File: src/rtl/exec_ctrl.sv
`default_nettype none
// ============================================================================
// Module      : exec_ctrl
// Description : Run-control and next-PC sequencer for the single-cycle core.
//               Resolves branch/jump targets, gates register-file writes and
//               sequences IDLE/RUN/HALT/ERR with bring-up counters.
// Revision    : 1.0 - initial release
// ============================================================================
module exec_ctrl #(
  parameter int MAX_INSTR = 0,
  parameter int CNT_W     = 32
) (
  input  logic             clk,
  input  logic             reset,
  input  logic             start,
  input  logic             abort,
  input  logic             clear,
  input  logic             step_mode,
  input  logic             step,
  input  logic [31:0]      pc,
  input  logic [6:0]       opcode,
  input  logic [3:0]       func,
  input  logic [31:0]      rs1_data,
  input  logic [31:0]      rs2_data,
  input  logic [31:0]      imm,
  input  logic             hata,
  input  logic             we_in,
  output logic             pc_update,
  output logic [31:0]      pc_new,
  output logic             we_en,
  output logic             running,
  output logic             halted,
  output logic             err,
  output logic [1:0]       err_code,
  output logic [CNT_W-1:0] cycle_count,
  output logic [CNT_W-1:0] instr_count
);

  localparam logic [6:0]       c_OP_BRANCH = 7'b1100011;
  localparam logic [6:0]       c_OP_JAL    = 7'b1101111;
  localparam logic [6:0]       c_OP_JALR   = 7'b1100111;
  localparam logic [6:0]       c_OP_ECALL  = 7'b1110011;
  localparam logic [1:0]       c_ERR_NONE  = 2'd0;
  localparam logic [1:0]       c_ERR_DEC   = 2'd1;
  localparam logic [1:0]       c_ERR_ALIGN = 2'd2;
  localparam logic [1:0]       c_ERR_WDOG  = 2'd3;
  localparam logic [CNT_W-1:0] c_CNT_MAX   = {CNT_W{1'b1}};
  localparam logic [CNT_W-1:0] c_CNT_ONE   = {{(CNT_W-1){1'b0}}, 1'b1};
  localparam logic [CNT_W-1:0] c_WD_LIMIT  = CNT_W'(MAX_INSTR);
  localparam logic             c_WD_EN     = (MAX_INSTR != 0);

  typedef enum logic [1:0] {
    S_IDLE = 2'd0,
    S_RUN  = 2'd1,
    S_HALT = 2'd2,
    S_ERR  = 2'd3
  } state_t;

  state_t           r_state;
  logic [1:0]       r_err_code;
  logic [CNT_W-1:0] r_cycle;
  logic [CNT_W-1:0] r_instr;

  logic             w_is_br;
  logic             w_is_jal;
  logic             w_is_jalr;
  logic             w_is_ecall;
  logic             w_br_valid;
  logic             w_br_taken;
  logic [31:0]      w_sum_pc;
  logic [31:0]      w_sum_jalr;
  logic [31:0]      w_target;
  logic             w_redirect;
  logic             w_misalign;
  logic             w_dec_err;
  logic             w_commit;
  logic             w_retire;
  logic [CNT_W-1:0] w_cycle_inc;
  logic [CNT_W-1:0] w_instr_inc;
  logic             w_wd_hit;
  logic             w_unused;

  assign w_is_br    = (opcode == c_OP_BRANCH);
  assign w_is_jal   = (opcode == c_OP_JAL);
  assign w_is_jalr  = (opcode == c_OP_JALR);
  assign w_is_ecall = (opcode == c_OP_ECALL);

  // Branch condition evaluation; unsupported conditions flag a decode error
  always_comb begin
    w_br_valid = 1'b1;
    w_br_taken = 1'b0;
    case (func[2:0])
      3'b000:  w_br_taken = (rs1_data == rs2_data);
      3'b001:  w_br_taken = (rs1_data != rs2_data);
      3'b100:  w_br_taken = ($signed(rs1_data) <  $signed(rs2_data));
      3'b101:  w_br_taken = ($signed(rs1_data) >= $signed(rs2_data));
      3'b110:  w_br_taken = (rs1_data <  rs2_data);
      3'b111:  w_br_taken = (rs1_data >= rs2_data);
      default: w_br_valid = 1'b0;
    endcase
  end

  // Target generation: PC-relative for branch/JAL, register-relative for JALR
  assign w_sum_pc   = pc + imm;
  assign w_sum_jalr = rs1_data + imm;
  assign w_target   = w_is_jalr ? {w_sum_jalr[31:1], 1'b0} : w_sum_pc;
  assign w_redirect = w_is_jal | w_is_jalr | (w_is_br & w_br_valid & w_br_taken);
  assign w_misalign = w_redirect & (w_target[1:0] != 2'b00);
  assign w_dec_err  = w_is_br & ~w_br_valid;

  // A commit slot exists; the instruction retires only if nothing faults it
  assign w_commit = (r_state == S_RUN) & (~step_mode | step) & ~hata & ~abort;
  assign w_retire = w_commit & ~w_is_ecall & ~w_dec_err & ~w_misalign;

  assign w_cycle_inc = (r_cycle == c_CNT_MAX) ? r_cycle : (r_cycle + c_CNT_ONE);
  assign w_instr_inc = (r_instr == c_CNT_MAX) ? r_instr : (r_instr + c_CNT_ONE);
  // Fire only on the transition onto the limit so a saturated count cannot retrigger
  assign w_wd_hit    = c_WD_EN & (w_instr_inc == c_WD_LIMIT) & (r_instr != c_WD_LIMIT);

  // Bits not needed by any decision; kept visible to avoid dangling logic
  assign w_unused = ^{func[3], w_sum_jalr[0]};

  // Fetch control and write gating: hold unless an instruction retires
  always_comb begin
    pc_update = 1'b1;
    pc_new    = pc;
    we_en     = 1'b0;
    if (w_retire) begin
      pc_update = w_redirect;
      pc_new    = w_redirect ? w_target : pc;
      we_en     = we_in;
    end
  end

  // Run-control state machine with error code and bring-up counters
  always_ff @(posedge clk or posedge reset) begin
    if (reset) begin
      r_state    <= S_IDLE;
      r_err_code <= c_ERR_NONE;
      r_cycle    <= '0;
      r_instr    <= '0;
    end else begin
      case (r_state)
        S_IDLE: begin
          if (clear) begin
            r_cycle <= '0;
            r_instr <= '0;
          end else if (start) begin
            r_state <= S_RUN;
          end
        end
        S_RUN: begin
          r_cycle <= w_cycle_inc;
          if (hata) begin
            r_state    <= S_ERR;
            r_err_code <= c_ERR_DEC;
          end else if (abort) begin
            r_state <= S_IDLE;
          end else if (w_commit) begin
            if (w_dec_err) begin
              r_state    <= S_ERR;
              r_err_code <= c_ERR_DEC;
            end else if (w_is_ecall) begin
              r_state <= S_HALT;
            end else if (w_misalign) begin
              r_state    <= S_ERR;
              r_err_code <= c_ERR_ALIGN;
            end else begin
              r_instr <= w_instr_inc;
              if (w_wd_hit) begin
                r_state    <= S_ERR;
                r_err_code <= c_ERR_WDOG;
              end
            end
          end
        end
        S_HALT, S_ERR: begin
          if (clear) begin
            r_state    <= S_IDLE;
            r_err_code <= c_ERR_NONE;
            r_cycle    <= '0;
            r_instr    <= '0;
          end
        end
        default: r_state <= S_IDLE;
      endcase
    end
  end

  assign running     = (r_state == S_RUN);
  assign halted      = (r_state == S_HALT);
  assign err         = (r_state == S_ERR);
  assign err_code    = r_err_code;
  assign cycle_count = r_cycle;
  assign instr_count = r_instr;

endmodule
`default_nettype wire
File: config.mk
export PLATFORM = sky130hd
export DESIGN_NAME = exec_ctrl
export DESIGN_NICKNAME = d
export VERILOG_FILES = /design/src/rtl/exec_ctrl.sv
export SDC_FILE = /design/constraint.sdc
export NUM_CORES = 1
export LEC_CHECK = 0
export ABC_CLOCK_PERIOD_IN_PS = 12430
export BUFFER_PORTS_ARGS = -buffer_cell sky130_fd_sc_hd__buf_2
export CAP_MARGIN = 20
export CORE_MARGIN = 8
export CORE_UTILIZATION = 35
export DETAILED_ROUTE_END_ITERATION = 16
export PLACE_DENSITY = 0.63
export SLEW_MARGIN = 40
export SYNTH_ARGS = -nofsm -noshare
export SYNTH_HDL_FRONTEND = slang
export SYNTH_SLANG_ARGS = --single-unit
File: constraint.sdc
create_clock -name clk -period 12.43 [get_ports clk]
set_input_delay 1.8645 -clock clk [delete_from_list [all_inputs] [get_ports clk]]
set_output_delay 1.8645 -clock clk [all_outputs]
set_load 0.01 [all_outputs]
==> results.cfg <==
[floorplanning]
coreArea_um2 = 23300
io_pins = 251
die_area_um2 = 28800
die_h_um = 170
dieWidth_um = 170
std_cell_rows = 56
start_util_pct = 35.4

[critical_path]
cp_slowest_cell = or4_1
critPathBufInv = 3
path_cells = buf_2 > ha_1 > nand4_1 > or4_1 > or3_1 > nand3b_1 > nor3_1 > a2111oi_4 > o31ai_1 > a211oi_4 > buf_4 > nand4_1 > o211ai_1 > buf_2
crit_family = simple AND/OR/NAND/NOR gates
r2r-start = instr_count[2]
critical_path.max_fanout = 62
crit_start = rs1_data[31]
slowest_delay_ps = 730
path_class = in -> out
crit_required_ps = 10570
end_kind = output pin
crit_arrival_ps = 6050
start_kind = primary input

[cts]
insertion_delay_ps = 330
cts_buffers = 9
clk_path_buf_depth = 2
cts.sinks = 68
hold_buffers = 0
cts_tree = done
root_buffer = clkbuf_16
clkTransAtPathRegs_ps = 50
post-cts-setup-buffers = 0
cts-resized-gates = 0
cts_max_level = 3

[sta]
setup_tns_ps = 0
drv_slew = 0
finalHoldViolations = 0
fin_skew_ps = 4.85
max-slew-margin-rel_pct = 54.1
finalCriticalPeriod_ps = 7920
grt_setup_unrepaired = false
setup_viol = 0
min_period_over_period_pct = 63.7
setup_slack_ps = 4510
worst_pin_slew_ps = 689
fmax_ghz = 0.126

[place]
place_congestion = 0.904
hpwl_um = 22700
place_ws_ps = 4490
dpl_cell_area_um2 = 9870
port_buffers = 249

[routing]
drtAntennaViolNets = 0
drtIter0Drc = 506
wl_um = 27800
route.vias.total = 9031
routedWlPerCell_um = 16.7
first_pass_iters = 5
drc = 0
via_per_inst = 5.42

[logic_synthesis]
syn_area_um2 = 8260
synth_async_sr_flop_share_pct = 100
synth-seq-area-share_pct = 20.6
synth_edf_count = 0
synth_cell_types = 64
syn_area_per_cell_um2 = 7.48
yosysWarnings = 0
ys_ff_latch = 68
synth-main-ff-cell = dfrtp_1
syn_nets = 1349
synthCells = 1104

[final_layout]
drive_gt1_share_pct = 21.7
layout.nets = 1587
area_delta_synth_final_pct = 22.8
fin_area_um2 = 10100
fillerInstances = 2453

[power]
p_leak_nw = 4.96
power.density_nw_per_um2 = 85.3
power_mw = 0.864
vdd_drop_max_mv = 0.0713

[global_routing]
grt_pass1_vias = 8615
grt_max_degree = 69
grt_pass1_wl_um = 44300
grt_remaining_overflow = 0
grt.total_usage_pct = 18.7
antenna_found_initial = 5

[worst_hold_path]
worstHoldStart = instr_count[30]
hold_path.class = reg -> reg

[flow_run]
drv_cap = 0

[status]
status = finished clean
## logic make-up after synthesis
kind of cell | Yosys count | share of synthesized area (%)
XOR/XNOR | 78 | 8.27
multiplexers | 11 | 1.35
AO/OA/AOI/OAI | 321 | 24.7
adder cells (fa/ha/maj) | 97 | 14.9
flip-flops | 68 | 20.6
buffers and inverters | 94 | 4.36
AND/OR/NAND/NOR | 435 | 25.9
## per-stage QoR
stage	hold slack [ps]	instances	util [%]
3_5_place_dp	493	1650	42.3
3_3_place_gp	478	1650	42.3
4_1_cts	500	1664	43.4
5_1_grt	516	1666	43.5
2_1_floorplan	531	1104	-
6_report	496	1666	43.5
## registers in the layout, summed over array words and instances (netlist names)
name,cells
instr_count,32
err_code,2
cycle_count,32
r_state,2
## cells in the mapped netlist, types with 5 or more instances
cell / number / area, um^2
a211o_1: 5 / 43.8
a211oi_1: 9 / 67.6
a21o_1: 23 / 173
a21oi_1: 118 / 591
a31oi_1: 17 / 106
and2_1: 9 / 56.3
and3_1: 11 / 68.8
and4_1: 5 / 43.8
buf_2: 6 / 30.0
clkbuf_1: 22 / 82.6
dfrtp_1: 68 / 1700
ha_1: 95 / 1190
inv_1: 66 / 248
mux2i_1: 10 / 100
nand2_1: 109 / 409
nand2b_1: 16 / 100
nand3_1: 45 / 225
nand4_1: 28 / 175
nand4b_1: 5 / 43.8
nor2_1: 120 / 450
nor2b_1: 10 / 62.6
nor3_1: 22 / 110
nor4b_1: 5 / 43.8
o211ai_1: 17 / 128
o21a_1: 12 / 90.1
o21ai_0: 57 / 285
o21bai_1: 12 / 90.1
o31ai_1: 12 / 90.1
or2_2: 7 / 43.8
or3_1: 16 / 100
or4_1: 13 / 97.6
xnor2_1: 39 / 342
xor2_1: 39 / 342
## final timing paths
check                                   to  slack (ps)  cells past startpoint
min                        instr_count[30]         500                      1
min in group asynchronous   cycle_count[5]        1680                      3
max in group asynchronous  cycle_count[25]       10290                      3
min reg2reg                instr_count[30]         500                      1
max                             pc_new[28]        4510                     14
max reg2reg                instr_count[18]        8980                     11
## worst reg2reg max path, cell delays in order, from the launching register on
cell and delay (ps):
dfrtp_1 440, and4_1 300, nand4_1 230, nor2_1 200, nand2_1 130, or2_2 370, nor2_1 390, a311oi_2 160
buf_4 230, a21oi_2 580, or4_1 210, a21oi_1 60
## routing by layer
layer / GRT usage [%] / share of wire (%)
met1: 25.7 / 48
met2: 29.0 / 44
met3: 4.21 / 6.8
met4: 4.66 / 1.7
met5: 0 / 0.047
## report_power, final
| part | internal, mW | leakage [nW] | switching (mW) |
|---|---|---|---|
| sequential | 0.236 | 0.940 | 0.0153 |
| combinational | 0.151 | 3.89 | 0.234 |
| clock | 0.137 | 0.131 | 0.0919 |
## cells in the final DEF, fill, tap and decap left out, types with 5 or more instances in the layout
cell       Yosys  layout
ha_1          95      95
nand2_1      109     109
dfrtp_1       68      68
and2_1         9       9
or3_1         16      16
o211ai_1      17      17
clkbuf_16      0       9
o21a_1        12      12
nand3_1       45      45
nand4b_1       5       5
or2_2          7       7
a31oi_1       17      17
nor4b_1        5       5
a211o_1        5       5
nor3_1        22      22
a21o_1        23      23
xor2_1        39      39
xnor2_1       39      39
mux2i_1       10      10
nand4_1       28      28
o21ai_0       57      57
or4_1         13      13
buf_2          6     249
nor2_1       120     118
o31ai_1       12      12
and3_1        11      11
nand2b_1      16      16
o21bai_1      12      12
inv_1         66      65
buf_4          0       5
nor2b_1       10      10
a21oi_1      118     116
and4_1         5       5
a211oi_1       9       9
## area by class of cell
cell class | count | area [um^2] | area share [%]
flip-flops and latches | 68 | 1700 | 16.8
diodes | 2 | 5.00 | 0.0494
inverters | 66 | 248 | 2.44
well taps | 319 | 399 | 3.94
clock buffers | 11 | 243 | 2.39
repair buffers | 255 | 1290 | 12.8
multi-input cells | 942 | 6230 | 61.5
clock inverters | 3 | 15.0 | 0.148
No activity file was read; power rests on OpenSTA's default activity.
